$ cat config.mk
export PLATFORM = sky130hd
export DESIGN_NAME = latch_write_ctrl
export DESIGN_NICKNAME = d
export VERILOG_FILES = /design/src/rtl/latch_write_ctrl.sv
export SDC_FILE = /design/constraint.sdc
export NUM_CORES = 1
export LEC_CHECK = 0
export ABC_AREA = 1
export BUFFER_PORTS_ARGS = -buffer_cell sky130_fd_sc_hd__buf_4
export CELL_PAD_IN_SITES_DETAIL_PLACEMENT = 1
export CELL_PAD_IN_SITES_GLOBAL_PLACEMENT = 1
export CORE_MARGIN = 3
export CORE_UTILIZATION = 36
export CTS_CLUSTER_DIAMETER = 80
export DETAILED_ROUTE_END_ITERATION = 7
export GPL_ROUTABILITY_DRIVEN = 0
export PLACE_DENSITY = 0.88
export SYNTH_ARGS = -nofsm -noshare
export SYNTH_HDL_FRONTEND = slang
export SYNTH_SLANG_ARGS = --single-unit
$ cat constraint.sdc
create_clock -name clk -period 2.2 [get_ports clk]
set_input_delay 0.55 -clock clk [delete_from_list [all_inputs] [get_ports clk]]
set_output_delay 0.55 -clock clk [all_outputs]
set_load 0.02 [all_outputs]
$ cat src/rtl/latch_write_ctrl.sv
// Write/clear sequencer for a bank of level-sensitive D latches: setup, gate pulse, hold.
// Optional readback compare of lat_q enabled by defining LATCH_READBACK_CHECK_EN (adds wr_err).
module latch_write_ctrl #(
  parameter int WIDTH     = 8,
  parameter int SETUP_CYC = 2,
  parameter int PULSE_CYC = 3,
  parameter int HOLD_CYC  = 1
) (
  input  logic             clk,
  input  logic             rst,
  input  logic             req_valid,
  output logic             req_ready,
  input  logic             req_clr,
  input  logic [WIDTH-1:0] req_data,
  output logic [WIDTH-1:0] lat_d,
  output logic             lat_g,
  output logic             lat_rst,
  output logic             busy,
  output logic             done,
`ifdef LATCH_READBACK_CHECK_EN
  output logic             wr_err,
`endif
  input  logic [WIDTH-1:0] lat_q
);

  if (SETUP_CYC < 1 || PULSE_CYC < 1 || HOLD_CYC < 1) begin : g_bad_param
    $fatal(1, "latch_write_ctrl: SETUP_CYC, PULSE_CYC and HOLD_CYC must all be >= 1");
  end

  localparam int MAXC = (SETUP_CYC > PULSE_CYC)
                        ? ((SETUP_CYC > HOLD_CYC) ? SETUP_CYC : HOLD_CYC)
                        : ((PULSE_CYC > HOLD_CYC) ? PULSE_CYC : HOLD_CYC);
  localparam int CW   = ($clog2(MAXC + 1) < 1) ? 1 : $clog2(MAXC + 1);

  localparam logic [CW-1:0] SETUP_LD = CW'(SETUP_CYC - 1);
  localparam logic [CW-1:0] PULSE_LD = CW'(PULSE_CYC - 1);
  localparam logic [CW-1:0] HOLD_LD  = CW'(HOLD_CYC - 1);

  typedef enum logic [2:0] {IDLE, SETUP, PULSE, HOLD, CLR} state_e;

  state_e           state_q, state_d;
  logic [CW-1:0]    cnt_q, cnt_d;
  logic [WIDTH-1:0] dat_q, dat_d;
  logic             gate_q, gate_d;
  logic             clr_q, clr_d;
  logic             done_q, done_d;
  logic             last;
  logic             rb_mis;

  assign last = (cnt_q == '0);

`ifdef LATCH_READBACK_CHECK_EN
  logic err_q, err_d;
  // HOLD checks the written word; CLR expects an all-zero bank.
  assign rb_mis = (state_q == HOLD) ? (lat_q != dat_q) : (lat_q != '0);
  assign wr_err = err_q;
`else
  logic unused_lat_q;
  assign unused_lat_q = ^lat_q;
  assign rb_mis       = 1'b0;
`endif

  always_comb begin
    state_d = state_q;
    cnt_d   = cnt_q;
    dat_d   = dat_q;
    gate_d  = gate_q;
    clr_d   = clr_q;
    done_d  = 1'b0;
`ifdef LATCH_READBACK_CHECK_EN
    err_d   = 1'b0;
`endif
    case (state_q)
      IDLE: begin
        if (req_valid) begin
          if (req_clr) begin
            clr_d   = 1'b1;
            dat_d   = '0;
            cnt_d   = PULSE_LD;
            state_d = CLR;
          end else begin
            dat_d   = req_data;
            cnt_d   = SETUP_LD;
            state_d = SETUP;
          end
        end
      end
      SETUP: begin
        if (last) begin
          gate_d  = 1'b1;
          cnt_d   = PULSE_LD;
          state_d = PULSE;
        end else cnt_d = cnt_q - 1'b1;
      end
      PULSE: begin
        if (last) begin
          gate_d  = 1'b0;
          cnt_d   = HOLD_LD;
          state_d = HOLD;
        end else cnt_d = cnt_q - 1'b1;
      end
      HOLD, CLR: begin
        if (last) begin
          clr_d   = 1'b0;
          done_d  = 1'b1;
          state_d = IDLE;
`ifdef LATCH_READBACK_CHECK_EN
          err_d   = rb_mis;
`endif
        end else cnt_d = cnt_q - 1'b1;
      end
      default: state_d = IDLE;
    endcase
  end

  always_ff @(posedge clk or negedge rst) begin
    if (!rst) begin
      state_q <= IDLE;
      cnt_q   <= '0;
      dat_q   <= '0;
      gate_q  <= 1'b0;
      clr_q   <= 1'b0;
      done_q  <= 1'b0;
`ifdef LATCH_READBACK_CHECK_EN
      err_q   <= 1'b0;
`endif
    end else begin
      state_q <= state_d;
      cnt_q   <= cnt_d;
      dat_q   <= dat_d;
      gate_q  <= gate_d;
      clr_q   <= clr_d;
      done_q  <= done_d;
`ifdef LATCH_READBACK_CHECK_EN
      err_q   <= err_d;
`endif
    end
  end

  // The request is only accepted in IDLE, so IDLE's req_valid is the acceptance.
  assign req_ready = rst & (state_q == IDLE);
  assign busy      = (state_q != IDLE);
  assign lat_d     = dat_q;
  assign lat_g     = gate_q;
  assign lat_rst   = clr_q;
  assign done      = done_q;

endmodule

* Yosys cells after proc, flatten, opt, wreduce, memory -nomap -nowiden
Index checks and enable logic that the tools add are counted.
** Word-level totals
- Flip-flop bits (word level) :: 16
- Input port bits :: 20
- Output and inout port bits :: 13
- Logic and storage cells :: 51
** Operators by class
- Add/subtract/negate cells :: 1
- Equal/unequal tests :: 10
- Multiplexer cells :: 21
- Bitwise logic cells :: 1
- Reduce and logical (&&, ||, !) cells :: 12
** Operators with widths (number)
- 3-bit two-way mux :: 5
- 2-bit != test (second input constant) :: 6
- 3-bit case mux with 4 select lines :: 1
- 2-bit two-way mux :: 5
- 8-bit two-way mux :: 1
- 2-bit case mux with 4 select lines :: 1
- 4-bit AND reduction :: 2
- 3-bit by 2-bit == test with 1-bit output (second input constant) :: 2
- 1-bit two-way mux :: 6
- 3-bit AND reduction :: 2
- 1-bit case mux with 2 select lines :: 2
- 2-bit nonzero test :: 2
- 4-bit nonzero test :: 1
- 3-bit by 1-bit == test with 1-bit output (second input constant) :: 1
- 3-bit == test (second input constant) :: 1
- 3-bit zero test :: 1
- 3-bit nonzero test :: 1
- 2-bit zero test :: 1
- 2-bit AND reduction :: 1
- 2-bit OR reduction :: 1
- 2-bit by 1-bit subtractor with 2-bit output (second input constant) :: 1
- 1-bit bitwise AND :: 1

* Logic depth before layout (Yosys ltp)
Gate-level depths: netlist (run 1).
- Word-level depth :: 4
- Gate-level depth with buffers :: 8
- Depth with buffers taken out :: 8

* Least setup slack after synthesis (run 1)
Ideal clock, no wire load.
- Path kind :: register to output
- Start point :: register state_q[1]
- End point :: output port req_ready
- Arrival :: 1.139 ns
- Data required time :: 1.650 ns
- Setup slack :: 0.511 ns
- Stages on the path, launching flop included :: 5
- Path buffers :: 1
- Cells stage by stage :: dfrtp_1 nor2_1 nand2_1 buf_4 nor2_1
** On the way
- Longest elaborated chain between the ends :: 2
** Ends and longest elaborated chain
- from (decl) :: RTL line 41 : state_e state_q, state_d;
- from (signal assigned) :: RTL line 128 : state_q <= state_d;
- 3-bit zero test :: RTL line 141 : assign req_ready = rst & (state_q == IDLE);
- 1-bit bitwise AND :: RTL line 141
- to (decl) :: RTL line 12 : output logic req_ready,
Every way passes these cells.

* Worst setup path after layout (run 1)
Same ends and word-level chain as after synthesis.

==> results_dict.tcl, run 1 <==
set metrics [dict create \
    status "complete, no violations" \
    tns_ps 0 \
    synth_top_family_by_area "simple AND/OR/NAND/NOR gates" \
    row_count 17 \
    die_w_um 54.7 \
    hold_viol_final 0 \
    final_util 0.492 \
    critPathMaxFanout 6 \
    fmax_ghz 0.534 \
    clkTransAtPathRegs_ps 90 \
    crit_required_ps 1650 \
    p_clk_frac 0.089 \
    placed_area_sq_um 1080 \
    intPower_w 0.000847 \
    synth-seq-cells 16 \
    netlist-cell-type-count 20 \
    setup_viol 0 \
    finalNonFillerCells 157 \
    root_buffer "clkbuf_4" \
    synthXorXnorAreaFrac 0 \
    drt-initial-drc-count 1 \
    slew_viol_final 0 \
    tightestPinTransition_ps 307 \
    cts_htree_levels 1 \
    critPathKind "reg2out" \
    yosysSeqAreaShare 0.469 \
    diodes 0 \
    multi_input_area_sq_um 393 \
    synth-async-reset-ratio 1.00 \
    grt_max_degree 17 \
    critPathLaunchType "flop" \
    synth_edf_count 0 \
    peakVddDrop_mv 0.623 \
    num-fill-cells 287 \
    grt_usage 0.171 \
    synth_fa_ha_area_frac 0.0440 \
    viasPerCell 5.03 \
    synth_compound_area_frac 0.119 \
    drtPass1Iterations 3 \
    final-seq-area_sq_um 400 \
    final_area_sq_um 1100 \
    wl_um 2230 \
    drive_above_1_share 0.326 \
    drcViolationCount 0 \
    cts.path.max_buffers 2 \
    cap_violations 0 \
    synth_cells 101 \
    grt_first_pass_wirelength_um 3700 \
    synth_area_per_cell_sq_um 8.45 \
    postRouteAntennaNets 0 \
    vias 789 \
    synth_nets 124 \
    placed_cells 154 \
    leakage_nw 0.602 \
    period_needed_ps 1870 \
    avgRoutedWirePerCell_um 14.2 \
    cts_resized 0 \
    insertion_delay_ps 270 \
    grt_overflow_total 0 \
    synth_commonest_cells "nand2_1 (21), dfrtp_1 (16), nand3_1 (14)" \
    finalPower_w 0.00165 \
    switching_share 0.485 \
    seq_power_share 0.312 \
    initial_utilization 0.382 \
    slew_headroom 0.795 \
    numCtsBuffers 3 \
    yosys.area_share.simple 0.298 \
    cp.arrival_ps 1320 \
    hold_buffers 0 \
    nNetsFinal 154 \
    ys_top_cells_by_area "dfrtp_1 (47%), nand2_1 (9.2%), nand3_1 (8.2%), o21ai_0 (5.9%), inv_1 (4.8%)" \
    synth_largest_area_cell "dfrtp_1" \
    yosysWarnings 0 \
    ios 33 \
    p_per_area_nw_per_um2 1500 \
    fp.coreArea_sq_um 2230 \
    die-area_sq_um 2990 \
    yosysMostFrequentCell "nand2_1" \
    period_share 0.851 \
    grt_pass1_vias 853 \
    cts_sinks 16 \
    synth-main-ff-cell "dfrtp_1" \
    synth_top_cell_area_share 0.469 \
    rsz0062_at_grt "no" \
    clock_skew_ps 1.18 \
    power.switching_w 0.000800 \
    end_kind "output port" \
    dieHeight_um 54.7 \
    netlist_area_sq_um 853 \
    antenna_found_initial 0 \
    place_hpwl_um 1810 \
    postCtsSetupBuffers 0 \
    syn2layout_area_growth_pct 28.7 \
    hold_class "in2async" \
    cts_tree "built" \
    io_buffers 24 \
    power_frac_comb 0.599 \
    synth_mux_area_frac 0 \
]
==> layer usage <==
metal,GRT usage,share of wire,wire length (um),up-vias
met4,0.0249,0,0,0
met3,0.0381,0.039,86,0
met2,0.301,0.53,1180,18
met5,0,0,0,-
li1,-,-,-,387
met1,0.216,0.43,957,384
==> path summary, 6_finish.rpt <==
kind / startpoint / cells after the start / slack (ps) / endpoint
setup / recovery: state_q[1] / 4 / 330 / req_ready
hold / removal: rst / 2 / 220 / cnt_q[1]
setup reg to reg: state_q[1] / 6 / 820 / lat_d[6]
hold reg to reg: lat_g / 2 / 490 / lat_g
max in group asynchronous: rst / 2 / 1790 / done
min in group clk: lat_g / 2 / 490 / lat_g
==> cell type report <==
| type | count | share of cell area |
|---|---|---|
| well taps | 28 | 0.0319 |
| repair buffers | 26 | 0.178 |
| flip-flops and latches | 16 | 0.364 |
| inverters | 14 | 0.0478 |
| clock buffers | 3 | 0.0205 |
| multi-input cells | 70 | 0.358 |
==> registers in the layout (all words and copies together), names as in the netlist <==
register and cells:
done 1, lat_rst 1, cnt_q 2, state_q 3, lat_d 8, lat_g 1
==> stage by stage <==
stage / setup WS (ps) / hold slack [ps]
floorplan: 511 / 254
global placement: 677 / 471
detailed placement: 641 / 471
CTS: 302 / 219
global route: 178 / 217
finish: 327 / 223
==> critical path, cell delays in order (launching register included) <==
cell	delay [ps]
dfrtp_1	470
nor2_1	180
nand2_1	110
nor2_1	130
buf_4	160
==> kinds of logic (layout without fill, tap and decap cells) <==
| logic type | count (synthesis) | in the layout |
|---|---|---|
| fa+ha+maj | 3 | 3 |
| buf+inv | 15 | 43 |
| compound gates | 17 | 17 |
| simple gates | 50 | 50 |
| flops | 16 | 16 |
==> cell usage in the layout (no fill, tap or decap), drive strengths merged <==
cell    synthesis  layout
nand2          27      27
buf             1      26
dfrtp          16      16
nand3          15      15
o21ai          14      14
inv            13      13
nor2            7       7
ha              3       3
clkbuf          0       3
clkinv          1       1
nand4           1       1
o21bai          1       1
o41ai           1       1
o211ai          1       1
==> power groups by stage <==
stage / logic, W / registers (W) / clock network [W]
detailed placement: 0.00100 / 0.000519 / 0
floorplan: 0.000580 / 0.000594 / 0
CTS: 0.00101 / 0.000516 / 0.000157
global route: 0.00110 / 0.000535 / 0.000172
global placement: 0.000950 / 0.000515 / 0
finish: 0.000986 / 0.000514 / 0.000147
No activity file was read; power rests on OpenSTA's default activity.
==> inputs of run 2 (changes only) <==
==> constraint.sdc (replaced) <==
create_clock -name clk -period 2.2 [get_ports clk]
set_input_delay 0.44 -clock clk [delete_from_list [all_inputs] [get_ports clk]]
set_output_delay 0.44 -clock clk [all_outputs]
set_load 0.02 [all_outputs]
==> run 2 against run 1 <==
Against the previous run:
- the flow now finishes with violations (hold timing)
- hold slack lost 220 ps
- register-to-register slack lost 80 ps
- count of clock-buffer cells in the layout is the same
- clock power is essentially flat
- critical path depth is the same
- flip-flop and latch count is the same
- clock skew grew 8.3 ps
- critical path type unchanged
- largest cell class unchanged
==> results_dict.tcl, run 2 (synthesis results as in run 1) <==
set metrics [dict create \
    grt_first_pass_wirelength_um 3620 \
    finalNonFillerCells 155 \
    grt_overflow_total 0 \
    final-seq-area_sq_um 400 \
    antenna_found_initial 0 \
    drive_above_1_share 0.315 \
    period_needed_ps 1940 \
    rsz0062_at_grt "no" \
    mostFrequentLayoutCells "buf_4 (24), nand2_1 (21), dfrtp_1 (16), nand3_1 (14), inv_1 (11)" \
    io_buffers 24 \
    slew_viol_final 0 \
    ios 33 \
    diodes 0 \
    postCtsSetupBuffers 0 \
    cap_violations 0 \
    tns_ps 0 \
    cts_htree_levels 1 \
    multi_input_area_sq_um 393 \
    clock_skew_ps 9.49 \
    dieHeight_um 54.7 \
    fp.coreArea_sq_um 2230 \
    p_clk_frac 0.092 \
    whs_ps -0.420 \
    hold_buffers 0 \
    layout_commonest_cell "buf_4" \
    tightestPinTransition_ps 390 \
    crit_required_ps 1760 \
    crit_top_cell "nor2_1" \
    slowest_delay_ps 470 \
    finalPower_w 0.00162 \
    violations "hold timing" \
    num-fill-cells 287 \
    clkTransAtPathRegs_ps 90 \
    initial_utilization 0.382 \
    period_share 0.884 \
    wl_um 2120 \
    numCtsBuffers 3 \
    root_buffer "clkbuf_4" \
    postRouteAntennaNets 0 \
    startpoint "state_q[1]" \
    critPathTopFamily "simple AND/OR/NAND/NOR gates" \
    avgRoutedWirePerCell_um 13.7 \
    die-area_sq_um 2990 \
    power_frac_comb 0.591 \
    setup_ws_ps 255 \
    intPower_w 0.000828 \
    cts_tree "built" \
    hold_viol_final 1 \
    slew_headroom 0.740 \
    cts.path.max_buffers 2 \
    hold_class "in2async" \
    r2r-start "state_q[1]" \
    die_w_um 54.7 \
    switching_share 0.489 \
    cts_resized 0 \
    critPathMaxFanout 11 \
    p_per_area_nw_per_um2 1490 \
    grt_usage 0.167 \
    worstPathCellList "nor2_1 -> nand2_1 -> nor2_1 -> buf_4" \
    seq_power_share 0.316 \
    peakVddDrop_mv 0.682 \
    largest_register_ffs 8 \
    end_kind "output port" \
    place_hpwl_um 1690 \
    critPathSlowestCell "dfrtp_1" \
    critPathLaunchType "flop" \
    nNetsFinal 152 \
    fmax_ghz 0.514 \
    cp.arrival_ps 1500 \
    power.switching_w 0.000791 \
    syn2layout_area_growth_pct 27.0 \
    setup_viol 0 \
    cts_sinks 16 \
    drt-initial-drc-count 8 \
    grt_pass1_vias 832 \
    viasPerCell 5.04 \
    critPathKind "reg2out" \
    row_count 17 \
    place_ws_ps 554 \
    drcViolationCount 0 \
    grt_max_degree 18 \
    leakage_nw 0.592 \
    insertion_delay_ps 280 \
    placed_cells 152 \
    cp_num_buf_inv 1 \
    status "finished with violations" \
    drtPass1Iterations 2 \
    vias 781 \
]
run 2: changes by cell type in the layout (fill, tap and decap cells not counted):
| cell | before | now |
|---|---|---|
| buf_4 | 26 | 24 |
run 2: worst paths after layout:
path | to | cells past startpoint | slack (ps)
worst max-delay path | req_ready | 4 | 260
worst min-delay path | state_q[1] | 1 | -0.4
worst max register to register | lat_d[6] | 5 | 740
worst min register to register | lat_g | 2 | 500
max in group asynchronous | cnt_q[1] | 1 | 2000
min in group clk | lat_d[3] | 3 | 390
run 2: power by group through the flow:
| stage | Combinational (W) | Sequential (W) | Clock, W |
|---|---|---|---|
| 5_1_grt | 0.00107 | 0.000532 | 0.000169 |
| 3_3_place_gp | 0.000928 | 0.000513 | 0 |
| 6_report | 0.000957 | 0.000512 | 0.000150 |
| 3_5_place_dp | 0.000971 | 0.000517 | 0 |
| 4_1_cts | 0.000975 | 0.000514 | 0.000158 |
| 2_1_floorplan | 0.000580 | 0.000594 | 0 |
run 2: worst register-to-register path, delay by kind of cell (launching register included):
family	cells	cell delay, ps
AND/OR/NAND/NOR	5	930
flip-flops	1	470
run 2: cell type report:
| type | count | share of cell area |
|---|---|---|
| clock buffer | 3 | 0.0208 |
| multi-input combinational | 70 | 0.363 |
| tap | 28 | 0.0323 |
| inverter | 14 | 0.0485 |
| sequential | 16 | 0.370 |
| timing repair buffer | 24 | 0.166 |
run 2: per-layer routing:
metal | wire [um] | share of wire | vias to the layer above | global-route usage
li1 | - | - | 385 | -
met1 | 934 | 0.44 | 376 | 0.204
met2 | 1080 | 0.51 | 20 | 0.293
met3 | 108 | 0.051 | 0 | 0.0409
met4 | 0 | 0 | 0 | 0.0373
met5 | 0 | 0 | - | 0
run 2: through the flow:
| step | util | cell area, sq um |
|---|---|---|
| floorplan | - | 853 |
| global placement | 0.475 | 1060 |
| global route | 0.485 | 1080 |
| CTS | 0.485 | 1080 |
| finish | 0.485 | 1080 |
| detailed placement | 0.475 | 1060 |
